$ cat src/rtl/vga_pkg.sv
`default_nettype none
// ============================================================================
// Module : vga_pkg
// Brief  : 640x480@60 Hz raster constants and pattern index type.
// Rev    : 1.0 - initial release
// ============================================================================
package vga_pkg;

  localparam int c_hpixels      = 800;
  localparam int c_vlines       = 521;
  localparam int c_hsw          = 96;
  localparam int c_vsw          = 2;
  localparam int c_hbp          = 144;
  localparam int c_hfp          = 784;
  localparam int c_vbp          = 31;
  localparam int c_vfp          = 511;
  localparam int c_num_patterns = 4;

  typedef logic [1:0] pattern_t;

endpackage
`default_nettype wire

$ cat src/rtl/vga_pix_tick.sv
`default_nettype none
// ============================================================================
// Module : vga_pix_tick
// Brief  : Divides clk by CLK_DIV into a one-clock pixel-enable strobe.
// Rev    : 1.0 - initial release
// ============================================================================
module vga_pix_tick
  import vga_pkg::*;
#(
  parameter int CLK_DIV = 4
) (
  input  logic clk,
  input  logic clr,
  output logic pix_en
);

  localparam int c_dw = $clog2(CLK_DIV);

  logic [c_dw-1:0] r_div;
  logic            w_last;

  assign w_last = (r_div == c_dw'(CLK_DIV - 1));
  assign pix_en = w_last;

  always_ff @(posedge clk) begin
    if (clr) begin
      r_div <= '0;
    end else if (w_last) begin
      r_div <= '0;
    end else begin
      r_div <= r_div + c_dw'(1);
    end
  end

endmodule
`default_nettype wire

$ cat src/rtl/vga_timing_ctrl.sv
`default_nettype none
// ============================================================================
// Module : vga_timing_ctrl
// Brief  : VGA raster timing plus frame-aligned test-pattern scheduler.
// Rev    : 1.0 - initial release
// ============================================================================
module vga_timing_ctrl
  import vga_pkg::*;
#(
  parameter int CLK_DIV        = 4,
  parameter int HPIXELS        = c_hpixels,
  parameter int VLINES         = c_vlines,
  parameter int HSW            = c_hsw,
  parameter int VSW            = c_vsw,
  parameter int HBP            = c_hbp,
  parameter int HFP            = c_hfp,
  parameter int VBP            = c_vbp,
  parameter int VFP            = c_vfp,
  parameter int NUM_PATTERNS   = c_num_patterns,
  parameter int FRAMES_PER_PAT = 60
) (
  input  logic       clk,
  input  logic       clr,
  input  logic       pattern_next,
  input  logic       auto_cycle,
  output logic       pix_en,
  output logic [9:0] hc,
  output logic [9:0] vc,
  output logic       hsync,
  output logic       vsync,
  output logic       vidon,
  output logic       line_start,
  output logic       frame_start,
  output logic [1:0] pattern_sel
);

  localparam int c_fcw = (FRAMES_PER_PAT > 1) ? $clog2(FRAMES_PER_PAT) : 1;

  logic             w_pix_en;
  logic [9:0]       r_hc;
  logic [9:0]       r_vc;
  logic             w_hc_last;
  logic             w_vc_last;
  logic             w_line_start;
  logic             w_frame_start;
  logic [c_fcw-1:0] r_fcnt;
  logic             r_pending;
  pattern_t         r_pat;
  logic             w_auto_due;
  logic             w_advance;

  vga_pix_tick #(
    .CLK_DIV (CLK_DIV)
  ) u_pix_tick (
    .clk    (clk),
    .clr    (clr),
    .pix_en (w_pix_en)
  );

  assign w_hc_last     = (r_hc == 10'(HPIXELS - 1));
  assign w_vc_last     = (r_vc == 10'(VLINES - 1));
  assign w_line_start  = w_pix_en & w_hc_last;
  assign w_frame_start = w_line_start & w_vc_last;

  always_ff @(posedge clk) begin
    if (clr) begin
      r_hc <= '0;
      r_vc <= '0;
    end else if (w_pix_en) begin
      if (w_hc_last) begin
        r_hc <= '0;
        r_vc <= w_vc_last ? 10'd0 : r_vc + 10'd1;
      end else begin
        r_hc <= r_hc + 10'd1;
      end
    end
  end

  // Advance decisions use only the registered pending flag, so a request that
  // arrives on the boundary clock itself is carried into the next frame.
  assign w_auto_due = auto_cycle & (r_fcnt == c_fcw'(FRAMES_PER_PAT - 1));
  assign w_advance  = w_frame_start & (r_pending | w_auto_due);

  always_ff @(posedge clk) begin
    if (clr) begin
      r_fcnt    <= '0;
      r_pending <= 1'b0;
      r_pat     <= '0;
    end else if (w_advance) begin
      r_pat     <= (r_pat == pattern_t'(NUM_PATTERNS - 1)) ? pattern_t'(0)
                                                           : r_pat + pattern_t'(1);
      r_pending <= pattern_next;
      r_fcnt    <= '0;
    end else begin
      r_pending <= r_pending | pattern_next;
      if (!auto_cycle) begin
        r_fcnt <= '0;
      end else if (w_frame_start) begin
        r_fcnt <= r_fcnt + c_fcw'(1);
      end
    end
  end

  assign pix_en      = w_pix_en;
  assign hc          = r_hc;
  assign vc          = r_vc;
  assign hsync       = (r_hc >= 10'(HSW));
  assign vsync       = (r_vc >= 10'(VSW));
  assign vidon       = (r_hc >= 10'(HBP)) && (r_hc < 10'(HFP)) &&
                       (r_vc >= 10'(VBP)) && (r_vc < 10'(VFP));
  assign line_start  = w_line_start;
  assign frame_start = w_frame_start;
  assign pattern_sel = r_pat;

endmodule
`default_nettype wire
$ cat config.mk
export PLATFORM = sky130hd
export DESIGN_NAME = vga_timing_ctrl
export DESIGN_NICKNAME = d
export VERILOG_FILES = /design/src/rtl/vga_pkg.sv /design/src/rtl/vga_pix_tick.sv /design/src/rtl/vga_timing_ctrl.sv
export SDC_FILE = /design/constraint.sdc
export NUM_CORES = 1
export LEC_CHECK = 0
export CAP_MARGIN = 15
export CORE_MARGIN = 1
export CORE_UTILIZATION = 35
export DETAILED_ROUTE_END_ITERATION = 10
export PLACE_DENSITY_LB_ADDON = 0.2
export SYNTH_ARGS = -nofsm -noshare
export SYNTH_HDL_FRONTEND = slang
export SYNTH_SLANG_ARGS = --single-unit
$ cat constraint.sdc
create_clock -name clk -period 2.25 [get_ports clk]
set_clock_uncertainty 0.2 [all_clocks]
set_input_delay 0.45 -clock clk [delete_from_list [all_inputs] [get_ports clk]]
set_output_delay 0.45 -clock clk [all_outputs]
set_load 0.01 [all_outputs]
**Word level (Yosys, flattened, before mapping)**

Index checks and enable logic that the tools add are counted.

- Mux-type cells: 4
- Add/subtract/negate cells: 5
- Order comparisons: 6
- Bitwise logic cells: 7
- Equal/unequal tests: 5
- Reduce and logical (&&, ||, !) cells: 6

Operators by type and width:

| operator | number |
|---|---|
| adder 10 x 1 -> 10 bit (second input constant) | 2 |
| == test 10 bit (second input constant) | 2 |
| 2-to-1 mux 10 bit | 2 |
| greater-or-equal comparator 10 x 2 -> 1 bit (second input constant) | 1 |
| greater-or-equal comparator 10 x 5 -> 1 bit (second input constant) | 1 |
| greater-or-equal comparator 10 x 7 -> 1 bit (second input constant) | 1 |
| greater-or-equal comparator 10 x 8 -> 1 bit (second input constant) | 1 |
| < comparator 10 bit (second input constant) | 1 |
| < comparator 10 x 9 -> 1 bit (second input constant) | 1 |
| adder 6 x 1 -> 6 bit (second input constant) | 1 |
| == test 6 bit (second input constant) | 1 |
| adder 2 x 1 -> 2 bit (second input constant) | 2 |
| AND 1 bit | 4 |
| == test 2 bit (second input constant) | 2 |
| logical AND 1 bit | 3 |
| OR reduction 3 bit | 1 |
| 2-to-1 mux 2 bit | 1 |
| bitwise OR 1 bit | 2 |
| AND reduction 2 bit | 1 |
| OR reduction 2 bit | 1 |
| 2-to-1 mux 1 bit | 1 |
| inverter 1 bit | 1 |

- Register bits: 31
- Input bits: 4
- Output and inout port bits: 28
- Logic and storage cells: 39

**Depth between registers and ports, before layout**

- Depth after elaboration: 5
- Depth in mapped cells: 9
- Mapped depth without buffers: 6

**Modules after synthesis**

A second synthesis with hierarchy kept.

- Cells, all modules: 185
- Area total of the unflattened synthesis: 1635.3 µm²

By module, submodules not included:

| module | times used | cells each | area each (µm²) | sequential area each (µm²) |
|---|---|---|---|---|
| vga_timing_ctrl | 1 | 180 | 1560.2 | 580.6 |
| vga_pix_tick | 1 | 5 | 75.1 | 40.0 |

**Worst setup path after synthesis**

No wires, ideal clock.

- Path type: register to output
- Start: register r_vc[8] (netlist: vc[8])
- End: output port frame_start
- Data required time: 1.600 ns
- Arrival time: 1.902 ns
- Cell stages (with the launch flop): 6
- Path buffers: 2
- Setup slack: -0.302 ns
- Cells stage by stage: dfxtp_1 -> or4_4 -> or4_1 -> clkbuf_2 -> clkbuf_8 -> nor2_1

- Word-level cells in the longest chain between the ends: 2

Ends and longest elaborated chain:

| what | line | text |
|---|---|---|
| start, declared | vga_timing_ctrl.sv:41 | `logic [9:0] r_vc;` |
| start signal, assigned | vga_timing_ctrl.sv:72 | `r_vc <= w_vc_last ? 10'd0 : r_vc + 10'd1;` |
| == test 10 bit | vga_timing_ctrl.sv:61 | `assign w_vc_last = (r_vc == 10'(VLINES - 1));` |
| AND 1 bit | vga_timing_ctrl.sv:63 | `assign w_frame_start = w_line_start & w_vc_last;` |
| end, declared | vga_timing_ctrl.sv:33 | `output logic frame_start,` |

Every way passes these cells.

**Final worst setup path**

- Start: register r_vc[5] (netlist: vc[5])
- End: output port frame_start

The elaborated chain is that of the path after synthesis.

==> impl_metrics.ini <==
[cts]
cts_tree = done
cts_hold_buffers = 0
cts_root_buf = clkbuf_8
clockBufferDepth = 2
clkLatencyLatePin_ps = 280
cts_sinks = 31
h-tree-depth = 2
clk_pin_slew_worst_paths_ps = 70
cts_made_buffers = 5

[finish]
finish.net_count = 279
fin_util_pct = 58.31
diodes = 0
stdcell_count = 320
drive_above_1_share_pct = 34.33
area_growth_pct = 55.95

[place]
dp.cells = 308
hpwl_microns = 3064
place_congestion = 0.7681
portBuffers = 31

[timing]
layout_setup_ws_ps = -242.2
worst_slew_pin_slew_ps = 402.1
post-route-min-period_ps = 2492
slew_headroom_pct = 72.86
clock.fmax_mhz = 401.2
post-route-period-util_pct = 110.8
tns_ps = -1270
whs_ps = 229.3
setup_viol = 8
slew_violations = 0
hold_viol = 0
rsz0062_at_grt = true

[setup_path]
r2r-end = r_fcnt[3]
crit_type = register to primary output
cp.buffers_inverters = 1
cp_top_family = simple AND/OR/NAND/NOR gates
worstPathRequired_ps = 1600
path_cells = or4_4, or4_4, nor2_4, buf_6
ff2ff_path_depth = 6
r2r_slack_ps = -200
cpPeakStageDelay_ps = 530
cp-end-kind = primary output
crit_arrival_ps = 1840
r2r_start = vc[5]
start_kind = register
timing.critical_path.from = vc[5]
critPathSlowestCell = or4_4
timing.critical_path.mode_cell = or4_4
cp_max_fo = 2

[status]
outcome = complete, but fails checks
violations = setup timing

[yosys]
synth_xor_area_share_pct = 5.798
synth_cells = 193
synth_top_family_by_area = simple AND/OR/NAND/NOR gates
synth.avg_cell_area_sq_um = 8.609
synth.distinct_cells = 41
syn_nets = 205
synthSimpleGateAreaFrac_pct = 27.41
ys_seq_area_share_pct = 37.35
synth_fa_ha_area_share_pct = 6.024
synth_warnings = 0
syn_area_sq_mm = 0.001662
synth_compound_area_share_pct = 16.79
synthMuxAreaShare_pct = 0.6024
ys_ff_latch = 31

[job]
drv_cap = 0

[floorplanning]
core-area_sq_mm = 0.004444
die_area_sq_mm = 0.005027
die_h_microns = 70.90
rows = 24
io_pins = 32
start_util_pct = 37.39
die_w_microns = 70.90

[route]
wl_per_cell_microns = 14.03
drt_iter0_drc = 51
dr_total_vias = 1723
dr.pass1.iters = 7
antenna_left = 0
drc_errors = 0
wl_microns = 4488
via_per_inst = 5.384

[power_and_ir_drop]
intPower_uw = 954.4
total_power_uw = 1209
powerDensity_mw_per_mm2 = 466.4
comb_power_share_pct = 6.7
switching_share_pct = 21.04
pwr-share-clk_pct = 46.7
peakVddDrop_mv = 0.4026
p_leak_uw = 0.0009519
pwr-share-seq_pct = 46.6
p_switching_uw = 254.3

[global_route]
grt_pass1_wl_microns = 7472
overflow = 0
grtUsageTotal_pct = 18.68
antenna_found_initial = 0
grt_pass1_vias = 1610
grt_max_degree = 22

[worst_hold_path]
hold_depth = 1
hold_start = u_pix_tick.r_div[0]
min_delay_worst_endpoint = u_pix_tick.r_div[0]
min_path_type = register to register
## state kept, by name (all words and copies together), names as in the netlist
signal and flops:
hc 10, vc 10, r_fcnt 6, pattern_sel 2
u_pix_tick.r_div 2, r_pending 1
## metrics by stage
step	area, sq um	worst slack, ps
floorplan	1698	-122.1
global placement	2312	-415.3
detailed placement	2312	-423.4
CTS	2514	-249.7
global route	2591	-302.2
finish	2591	-242.2
## how the worst max path moves through the flow
stage | cells after the start | to | slack [ps]
5_1_grt | 4 | frame_start | -300
3_3_place_gp | 4 | frame_start | -420
4_1_cts | 4 | frame_start | -250
3_5_place_dp | 4 | frame_start | -420
2_1_floorplan | 5 | frame_start | -120
6_report | 4 | frame_start | -240
## power groups by stage
stage	combinational (uW)	sequential, uW	clock [uW]
3_3_place_gp	75.6	575	0
2_1_floorplan	38.5	576	0
3_5_place_dp	75.5	575	0
6_report	80.8	563	564
5_1_grt	88.2	563	604
4_1_cts	78.1	563	575
## Yosys cell counts (all sizes together)
| library cell | n | share of area, % |
|---|---|---|
| or4bb | 1 | 0.68 |
| and4 | 1 | 0.53 |
| nand4b | 1 | 0.53 |
| nor3 | 11 | 3.3 |
| a21oi | 15 | 4.5 |
| ha | 8 | 6.0 |
| or2 | 3 | 1.1 |
| a32o | 3 | 1.8 |
| o221ai | 1 | 0.53 |
| o41ai | 1 | 0.53 |
| a31o | 1 | 0.53 |
| o21a | 1 | 0.45 |
| a21o | 1 | 0.45 |
| xor2 | 3 | 1.6 |
| inv | 8 | 1.8 |
| clkbuf | 9 | 3.4 |
| a31oi | 1 | 0.38 |
| o311ai | 3 | 1.6 |
| buf | 3 | 0.83 |
| xnor2 | 8 | 4.2 |
| and4b | 1 | 0.60 |
| nor2 | 11 | 2.5 |
| nor3b | 1 | 0.45 |
| a211o | 3 | 1.8 |
| nand3 | 10 | 3.0 |
| or3 | 3 | 1.1 |
| nand2 | 9 | 2.0 |
| or4 | 5 | 2.5 |
| nand4 | 10 | 3.8 |
| dfxtp | 31 | 37 |
| o31ai | 5 | 2.3 |
| nor2b | 3 | 1.1 |
| nor4 | 8 | 3.0 |
| o21ai | 5 | 1.5 |
| mux2i | 1 | 0.60 |
| o211ai | 1 | 0.45 |
| nand2b | 3 | 1.1 |
## cell families after synthesis
family                     after synthesis
DFF                                     31
AOI/OAI and AO/OA                       41
adders and majority gates                8
xor gates and xnor gates                11
and+or+nand+nor                         81
muxes                                    1
buffers and inverters                   20
## per-layer routing
metal,global-route usage [%],part of all wire [%],vias to the layer above
met5,0,0,-
li1,-,-,867
met2,31.94,50,33
met1,23.64,45,818
met3,4.274,4.3,5
met4,5.111,1.1,0
## final cells by class
cell class | count | area (sq um)
Clock buffer | 6 | 82.58
Tap cell | 52 | 65.06
Inverter | 8 | 30.03
Multi-Input combinational cell | 142 | 1081
Timing Repair Buffer | 79 | 668.1
Clock inverter | 2 | 35.03
Sequential cell | 31 | 629.4
Fill cell | 396 | 1853
## placed cells by master, fill, tap and decap left out, types with 4 or more instances in the layout
cell and count:
nor2_1 10, clkdlybuf4s50_1 27, a21oi_1 14, o21ai_0 5, nor4_1 7, dfxtp_2 4
inv_1 7, ha_1 6, clkbuf_8 6, xnor2_1 8, nor3_1 9, nand2_1 9
buf_4 46, nand3_1 10, o31ai_4 4, nand4_1 10, dfxtp_1 26
## repair_timing
action | 4_1_cts | 5_1_grt
resized for setup | 36 | 13
gates cloned | 0 | 0
setup endpoints to repair | 10 | 20
setup buffers | 3 | 2
pin swaps | 3 | 4
No activity file was read; power rests on OpenSTA's default activity.
